===== config.mk =====
export PLATFORM = sky130hd
export DESIGN_NAME = fetch_ctrl_flat
export DESIGN_NICKNAME = d
export VERILOG_FILES = /design/src/rtl/fetch_ctrl_if.sv /design/src/rtl/fetch_ctrl.sv /design/src/flat_wrapper.sv
export SDC_FILE = /design/constraint.sdc
export NUM_CORES = 1
export LEC_CHECK = 0
export CAP_MARGIN = 20
export CORE_AREA = 4 4 113 115
export CTS_CLUSTER_DIAMETER = 80
export CTS_CLUSTER_SIZE = 40
export DETAILED_ROUTE_END_ITERATION = 10
export DIE_AREA = 0 0 117 119
export GPL_TIMING_DRIVEN = 0
export PLACE_DENSITY_LB_ADDON = 0.12
export SYNTH_ARGS = -nofsm -noshare
export SYNTH_HDL_FRONTEND = slang
export SYNTH_SLANG_ARGS = --single-unit

===== constraint.sdc =====
create_clock -name clk -period 1.85 [get_ports clk]
set_input_delay 0.37 -clock clk [delete_from_list [all_inputs] [get_ports clk]]
set_output_delay 0.37 -clock clk [all_outputs]
set_load 0.005 [all_outputs]

===== src/rtl/fetch_ctrl_if.sv =====
// Instruction-memory req/ack bus between fetch_ctrl (master) and the
// instruction memory (slave).
interface fetch_ctrl_if #(
  parameter int ADDR_W = 32
);
  logic              mem_req;
  logic [ADDR_W-1:0] mem_addr;
  logic              mem_ack;
  logic [31:0]       mem_rdata;

  modport master (output mem_req, mem_addr, input mem_ack, mem_rdata);
  modport slave  (input mem_req, mem_addr, output mem_ack, mem_rdata);
endinterface


===== src/rtl/fetch_ctrl.sv =====
// Fetch sequencer: one req/ack memory access per pc, holds the word for decode
// and drives StallF. Define FETCH_TIMEOUT_EN to add a REQ/DROP watchdog abort.
module fetch_ctrl #(
  parameter int          ADDR_W         = 32,
  parameter int          TIMEOUT_CYCLES = 255,
  parameter logic [31:0] NOP_WORD       = 32'h0000_0000
) (
  input  logic              clk,
  input  logic              reset,
  input  logic [ADDR_W-1:0] pc,
  input  logic              flush,
  input  logic              stall_d,
  fetch_ctrl_if.master      bus,
  output logic              ins_valid,
  output logic [31:0]       ins_out,
  output logic              StallF,
  output logic              fetch_err
);

  typedef enum logic [1:0] {IDLE, REQ, DROP, DONE} state_t;

  state_t            state_q, state_d;
  logic [ADDR_W-1:0] addr_q, addr_d;
  logic [31:0]       ins_q, ins_d;
  logic              vld_q, vld_d;
  logic              err_q, err_d;
  logic              timeout;

  if (TIMEOUT_CYCLES < 1 || TIMEOUT_CYCLES > 1023) begin : g_bad_timeout
    $error("fetch_ctrl: TIMEOUT_CYCLES must be within 1..1023");
  end

`ifdef FETCH_TIMEOUT_EN
  localparam logic [9:0] TO_LAST = 10'(TIMEOUT_CYCLES - 1);
  logic [9:0] cnt_q;

  // Counter is zero in the first REQ cycle, so the abort lands after exactly
  // TIMEOUT_CYCLES cycles of waiting.
  always_ff @(posedge clk or negedge reset) begin
    if (!reset) begin
      cnt_q <= '0;
    end else if (state_q == REQ || state_q == DROP) begin
      cnt_q <= cnt_q + 10'd1;
    end else begin
      cnt_q <= '0;
    end
  end

  assign timeout = (state_q == REQ || state_q == DROP) && (cnt_q == TO_LAST);
`else
  assign timeout = 1'b0;
`endif

  always_ff @(posedge clk or negedge reset) begin
    if (!reset) begin
      state_q <= IDLE;
      addr_q  <= '0;
      ins_q   <= NOP_WORD;
      vld_q   <= 1'b0;
      err_q   <= 1'b0;
    end else begin
      state_q <= state_d;
      addr_q  <= addr_d;
      ins_q   <= ins_d;
      vld_q   <= vld_d;
      err_q   <= err_d;
    end
  end

  always_comb begin
    state_d = state_q;
    addr_d  = addr_q;
    ins_d   = ins_q;
    vld_d   = vld_q;
    err_d   = err_q;
    unique case (state_q)
      IDLE: begin
        if (pc[1:0] != 2'b00) begin
          err_d   = 1'b1;
          ins_d   = NOP_WORD;
          vld_d   = 1'b0;
          state_d = DONE;
        end else begin
          addr_d  = pc;
          state_d = REQ;
        end
      end
      REQ: begin
        if (bus.mem_ack) begin
          state_d = DONE;
          ins_d   = flush ? NOP_WORD : bus.mem_rdata;
          vld_d   = !flush;
        end else if (timeout) begin
          err_d   = 1'b1;
          ins_d   = NOP_WORD;
          vld_d   = 1'b0;
          state_d = DONE;
        end else if (flush) begin
          state_d = DROP;
        end
      end
      DROP: begin
        // Request is still outstanding; its data is thrown away.
        if (bus.mem_ack) begin
          ins_d   = NOP_WORD;
          vld_d   = 1'b0;
          state_d = DONE;
        end else if (timeout) begin
          err_d   = 1'b1;
          ins_d   = NOP_WORD;
          vld_d   = 1'b0;
          state_d = DONE;
        end
      end
      DONE: begin
        if (flush) vld_d = 1'b0;
        if (!stall_d) begin
          vld_d   = 1'b0;
          state_d = IDLE;
        end
      end
      default: state_d = IDLE;
    endcase
  end

  assign bus.mem_req  = (state_q == REQ) || (state_q == DROP);
  assign bus.mem_addr = addr_q;
  assign ins_out      = ins_q;
  assign ins_valid    = vld_q && (state_q == DONE) && !flush;
  assign StallF       = (state_q != DONE) || stall_d;
  assign fetch_err    = err_q;

endmodule


===== src/flat_wrapper.sv =====
// flat-port wrapper written by rule: the top's interface ports become plain ports
module fetch_ctrl_flat 
#(
  parameter int          ADDR_W         = 32,
  parameter int          TIMEOUT_CYCLES = 255,
  parameter logic [31:0] NOP_WORD       = 32'h0000_0000
)
  (clk, reset, pc, flush, stall_d, ins_valid, ins_out, StallF, fetch_err, bus_mem_req, bus_mem_addr, bus_mem_ack, bus_mem_rdata);
  fetch_ctrl_if #(.ADDR_W(ADDR_W)) bus_i ();
  input  logic clk;
  input  logic reset;
  input  logic [ADDR_W-1:0] pc;
  input  logic flush;
  input  logic stall_d;
  output logic ins_valid;
  output logic [31:0] ins_out;
  output logic StallF;
  output logic fetch_err;
  output wire logic [$bits(bus_i.mem_req)-1:0] bus_mem_req;
  output wire logic [$bits(bus_i.mem_addr)-1:0] bus_mem_addr;
  input wire logic [$bits(bus_i.mem_ack)-1:0] bus_mem_ack;
  input wire logic [$bits(bus_i.mem_rdata)-1:0] bus_mem_rdata;
  assign bus_mem_req = bus_i.mem_req;
  assign bus_mem_addr = bus_i.mem_addr;
  assign bus_i.mem_ack = bus_mem_ack;
  assign bus_i.mem_rdata = bus_mem_rdata;
  fetch_ctrl #(.ADDR_W(ADDR_W), .TIMEOUT_CYCLES(TIMEOUT_CYCLES), .NOP_WORD(NOP_WORD)) u_core (.clk(clk), .reset(reset), .pc(pc), .flush(flush), .stall_d(stall_d), .bus(bus_i), .ins_valid(ins_valid), .ins_out(ins_out), .StallF(StallF), .fetch_err(fetch_err));
endmodule

# [After elaboration in Yosys (flattened, before gate mapping)]
# Cells that the tools add are included.
[word_totals] inputBits=69 word_cells=46 reg_bits=68
[op_classes] n_bitwise=1 n_reduce_logical=13 n_mux=17 eq_ne=10
[ops] cell="32-bit 2-to-1 mux" count=4
[ops] cell="32-bit one-hot mux with 3 select lines" count=1
[ops] cell="2-bit 2-to-1 mux" count=5
[ops] cell="2-bit inequality test (second input constant)" count=4
[ops] cell="2-bit one-hot mux with 4 select lines" count=1
[ops] cell="4-bit AND reduction" count=2
[ops] cell="3-bit inequality test (second input constant)" count=2
[ops] cell="1-bit 2-to-1 mux" count=5
[ops] cell="2-bit == test (second input constant)" count=2
[ops] cell="1-bit one-hot mux with 4 select lines" count=1
[ops] cell="2-bit AND reduction" count=2
[ops] cell="3-bit AND reduction" count=1
[ops] cell="3-bit nonzero test" count=1
[ops] cell="2-bit by 1-bit == test with 1-bit output (second input constant)" count=1
[ops] cell="1-bit logical AND" count=2
[ops] cell="2-bit zero test" count=1
[ops] cell="1-bit logical OR" count=2
[ops] cell="2-bit by 1-bit inequality test with 1-bit output (second input constant)" count=1
[ops] cell="2-bit nonzero test" count=1
[ops] cell="1-bit zero test" count=1
[ops] cell="1-bit inverter" count=1

# [Depth between registers and ports, before layout]
[logic_depth] word_depth=3 depth_mapped=7

# [Worst setup path after synthesis]
# No wires, ideal clock.
[synth_path] path_kind="reg-to-reg" start="reg u_core.state_q[0]" end="reg u_core.addr_q[19], in the netlist u_core.bus.mem_addr[19]" setup_slack_ps=98 stages_incl_launch_ff=6 arrival_time_ps=1628 setup_ps=125 synth_period_minus_slack_ps=1752 required_time_ps=1725 path_cell_list="dfrtp_1 -> inv_1 -> ha_1 -> nor3b_4 -> buf_4 -> mux2_2"
[synth_via] elab_chain_cells=2
[synth_rtl] element="from (decl)" line_no="fetch_ctrl.sv:22" text="state_t state_q, state_d;"
[synth_rtl] element="from (signal assigned)" line_no="fetch_ctrl.sv:62" text="state_q <= state_d;"
[synth_rtl] element="2-bit zero test" line_no="fetch_ctrl.sv:76" text="unique case (state_q)"
[synth_rtl] element="2-bit AND reduction (no line)"
[synth_rtl] element="to (signal assigned)" line_no="fetch_ctrl.sv:63" text="addr_q <= addr_d;"
[synth_rtl] element="to (decl)" line_no="fetch_ctrl.sv:23" text="logic [ADDR_W-1:0] addr_q, addr_d;"
# No other way between the ends.
# A chain may end at the register's enable or synchronous reset.

# [Final worst setup path]
[layout_path] start="reg u_core.state_q[0]" end="reg u_core.state_q[0]"
[layout_via] elab_chain_cells=3
[layout_rtl] element="2-bit by 1-bit == test with 1-bit output / 2-bit == test (equally long branches)" line_no="fetch_ctrl.sv:76"
[layout_rtl] element="3-bit inequality test (no line) / 2-bit inequality test (equally long branches)"
[layout_rtl] element="3-bit AND reduction (no line)"
# Parallel ways exist; a longest one is shown, timed or not.

==> impl_metrics.ini <==
[synthesis]
yosysTopAreaCell = dfrtp_1
synth_flop_cell = dfrtp_1
synth_nets = 320
synth_area_leaders = dfrtp_1 (59%), mux2_2 (12%), nand3_1 (5.4%)
async_reset_ff_frac = 1.00
synthCells = 244
synth-edff-count = 0
ys_types = 25
ys.warnings.count = 0
synth_top_area_frac = 0.593
synth-seq-cells = 68
synth.avg_cell_area_um2 = 11.8
synth_area_um2 = 2870
yosysSeqAreaShare = 0.593

[pwr]
power.density_nw_per_um2 = 1530
p_int_w = 0.00531
clkPwrFrac = 0.234
switchingPower_w = 0.00223
vdd_drop_max_mv = 0.609
p_sw_frac = 0.295
p_leak_nw = 2.03
pwr-share-seq = 0.314
comb_power_share = 0.452

[worst_setup_path]
critical_path_class = register to register
crit_fanout = 5
worst_ep_required_time_ns = 2.06
r2r_slack_ns = 0.05
end_kind = register
crit_path_start_kind = register
arrival_ns = 2.01
reg2regPathDepth = 7

[cells_and_area]
fill_cells = 1175
final_util = 0.417
drive_gt1_frac = 0.195
nets = 478
fin_area_um2 = 4920
diodes = 0
area_growth_pct = 71.6

[floorplan]
num_io_pins = 137
die_area_um2 = 13900
core_um2 = 11800
die_h_um = 119
row_count = 40
die_w_um = 117
initial_utilization = 0.243

[detailed_routing]
post-route-drc-count = 0
first_iter_violations = 94
first_pass_iters = 4
vias = 2346
viasPerCell = 4.24
drtAntennaViolNets = 0
totalWireLength_um = 8050
wl_per_cell_um = 14.6

[grt]
grtUsageTotal = 0.115
grt-ovfl-total = 0
antenna_found_initial = 0
grt_max_degree = 48
grt_pass1_wl_um = 12300
grt_pass1_vias = 2370

[sta]
finClkSkew_ns = 0.00449
period_minus_slack_ns = 1.80
period_share = 0.973
fmax_mhz = 555
rsz0062_at_grt = yes
final-max-slew-violation-count = 0
worst_pin_slew_ns = 0.332
hold_viol_final = 0
setup_viol = 0
max_slew_margin = 0.779

[min_path]
hold_path_class = register to register
holdPathStages = 1

[clocking]
clk_latency_ns = 0.32
clk_path_buf_depth = 2
ctsRootBufferMaster = clkbuf_16
h-tree-depth = 3
cts_tree = done
path_clk_slew_ns = 0.05
cts.sinks = 68
cts_buffers = 9

[placed_design]
gp_congestion = 0.672
post-dp-hpwl_um = 5830
place_area_um2 = 4440
io_buffers = 136

[outcome]
status = finished clean

[job]
maxCapViolCount = 0
-- power groups by stage --
stage                     clock network, W  registers [W]  logic (W)
after floorplan                          0        0.00244    0.00131
after global routing               0.00190        0.00245    0.00372
after CTS                          0.00183        0.00238    0.00327
after detailed placement                 0        0.00241    0.00308
after global placement                   0        0.00239    0.00306
final                              0.00176        0.00236    0.00341
-- metal layers --
layer  track usage  up-vias  wire length, um
li1              -     1137                -
met3        0.0356        9              493
met5             0        -                0
met2         0.187       60             4030
met4        0.0409        0               97
met1         0.142     1140             3430
-- synthesized netlist by cell type, drive strengths merged, types with 2 or more instances --
library cell and instances:
nor2 5, a31oi 2, dfrtp 68, nand3 31, nor2b 4, nand2b 2
ha 7, o21ai 34, mux2 30, nand2 4, inv 36, buf 12
-- through the flow --
stage	instances	TNS, ns	hold WS (ns)	worst slack [ns]	power, W
6_report	553	0	0.473	0.0497	0.00754
5_1_grt	553	-0.318	0.491	-0.0525	0.00806
4_1_cts	551	-0.0568	0.483	-0.0568	0.00749
3_5_place_dp	528	-12.55	0.302	-0.287	0.00548
3_3_place_gp	527	-164.50	0.456	-2.23	0.00545
2_1_floorplan	244	0	0.0744	0.0975	0.00374
-- logic make-up (layout without fill, tap and decap cells) --
logic type	after synthesis	count (layout)	synth area share
compound gates	41	41	0.0802
fa+ha+maj	7	7	0.0305
buf+inv	49	211	0.0846
flops	68	68	0.593
mux	30	30	0.118
simple gates	49	49	0.0942
-- worst paths after layout --
kind | from | end
max | u_core.state_q[0]$_DFFE_PN0P_ | u_core.state_q[0]$_DFFE_PN0P_
min | u_core.fetch_err$_DFFE_PN0P_ | u_core.fetch_err$_DFFE_PN0P_
max in group asynchronous | reset | u_core.ins_out[23]$_DFFE_PN0P_
max reg2reg | u_core.state_q[0]$_DFFE_PN0P_ | u_core.state_q[0]$_DFFE_PN0P_
min reg2reg | u_core.fetch_err$_DFFE_PN0P_ | u_core.fetch_err$_DFFE_PN0P_
min in group asynchronous | reset | u_core.bus.mem_addr[24]$_DFFE_PN0P_
-- layout make-up --
class	instances	area [um^2]	share of cell area
well taps	147	184	0.0373
multi-input cells	127	958	0.195
repair buffers	148	1510	0.307
clock inverters	3	45.0	0.00915
plain buffers	12	120	0.0244
clock buffers	12	267	0.0541
inverters	36	135	0.0274
flip-flops and latches	68	1700	0.346
-- flip-flops by register name, summed over array words and instances (netlist names) --
signal,cells
u_core.bus.mem_addr,32
u_core.fetch_err,1
u_core.ins_out,32
u_core.state_q,2
u_core.vld_q,1
-- critical path: stages (launching register included) --
cell	delay, ns
dfrtp_2	0.42
buf_4	0.14
ha_1	0.18
nor2b_1	0.12
clkbuf_1	0.18
a221oi_4	0.33
a31oi_1	0.13
o22a_1	0.18
-- layout by cell type, fill, tap and decap left out, drive strengths merged --
cell             n
dlygate4sd3      1
nor3             1
clkbuf          14
o211ai           1
nand2b           2
nand4b           1
o22ai            1
mux2            30
inv             36
o22a             1
dfrtp           68
nand2            4
clkdlybuf4s50  132
nand3           31
o21ai           34
a221oi           1
ha               7
clkdlybuf4s15    1
a31oi            2
bufinv           1
dlygate4sd2      2
o21ba            1
nor3b            1
nor2b            4
buf             22
clkinvlp         2
nor2             5
-- repair_timing --
item                       in CTS  in global routing
gates resized for setup         9                 12
setup buffers                   7                  2
setup endpoints to repair      63                 33
cloned                          0                  1
hold endpoints to repair       21                  0
hold buffers                    1                  0
pin swaps                       1                  1
No activity file was read; power rests on OpenSTA's default activity.
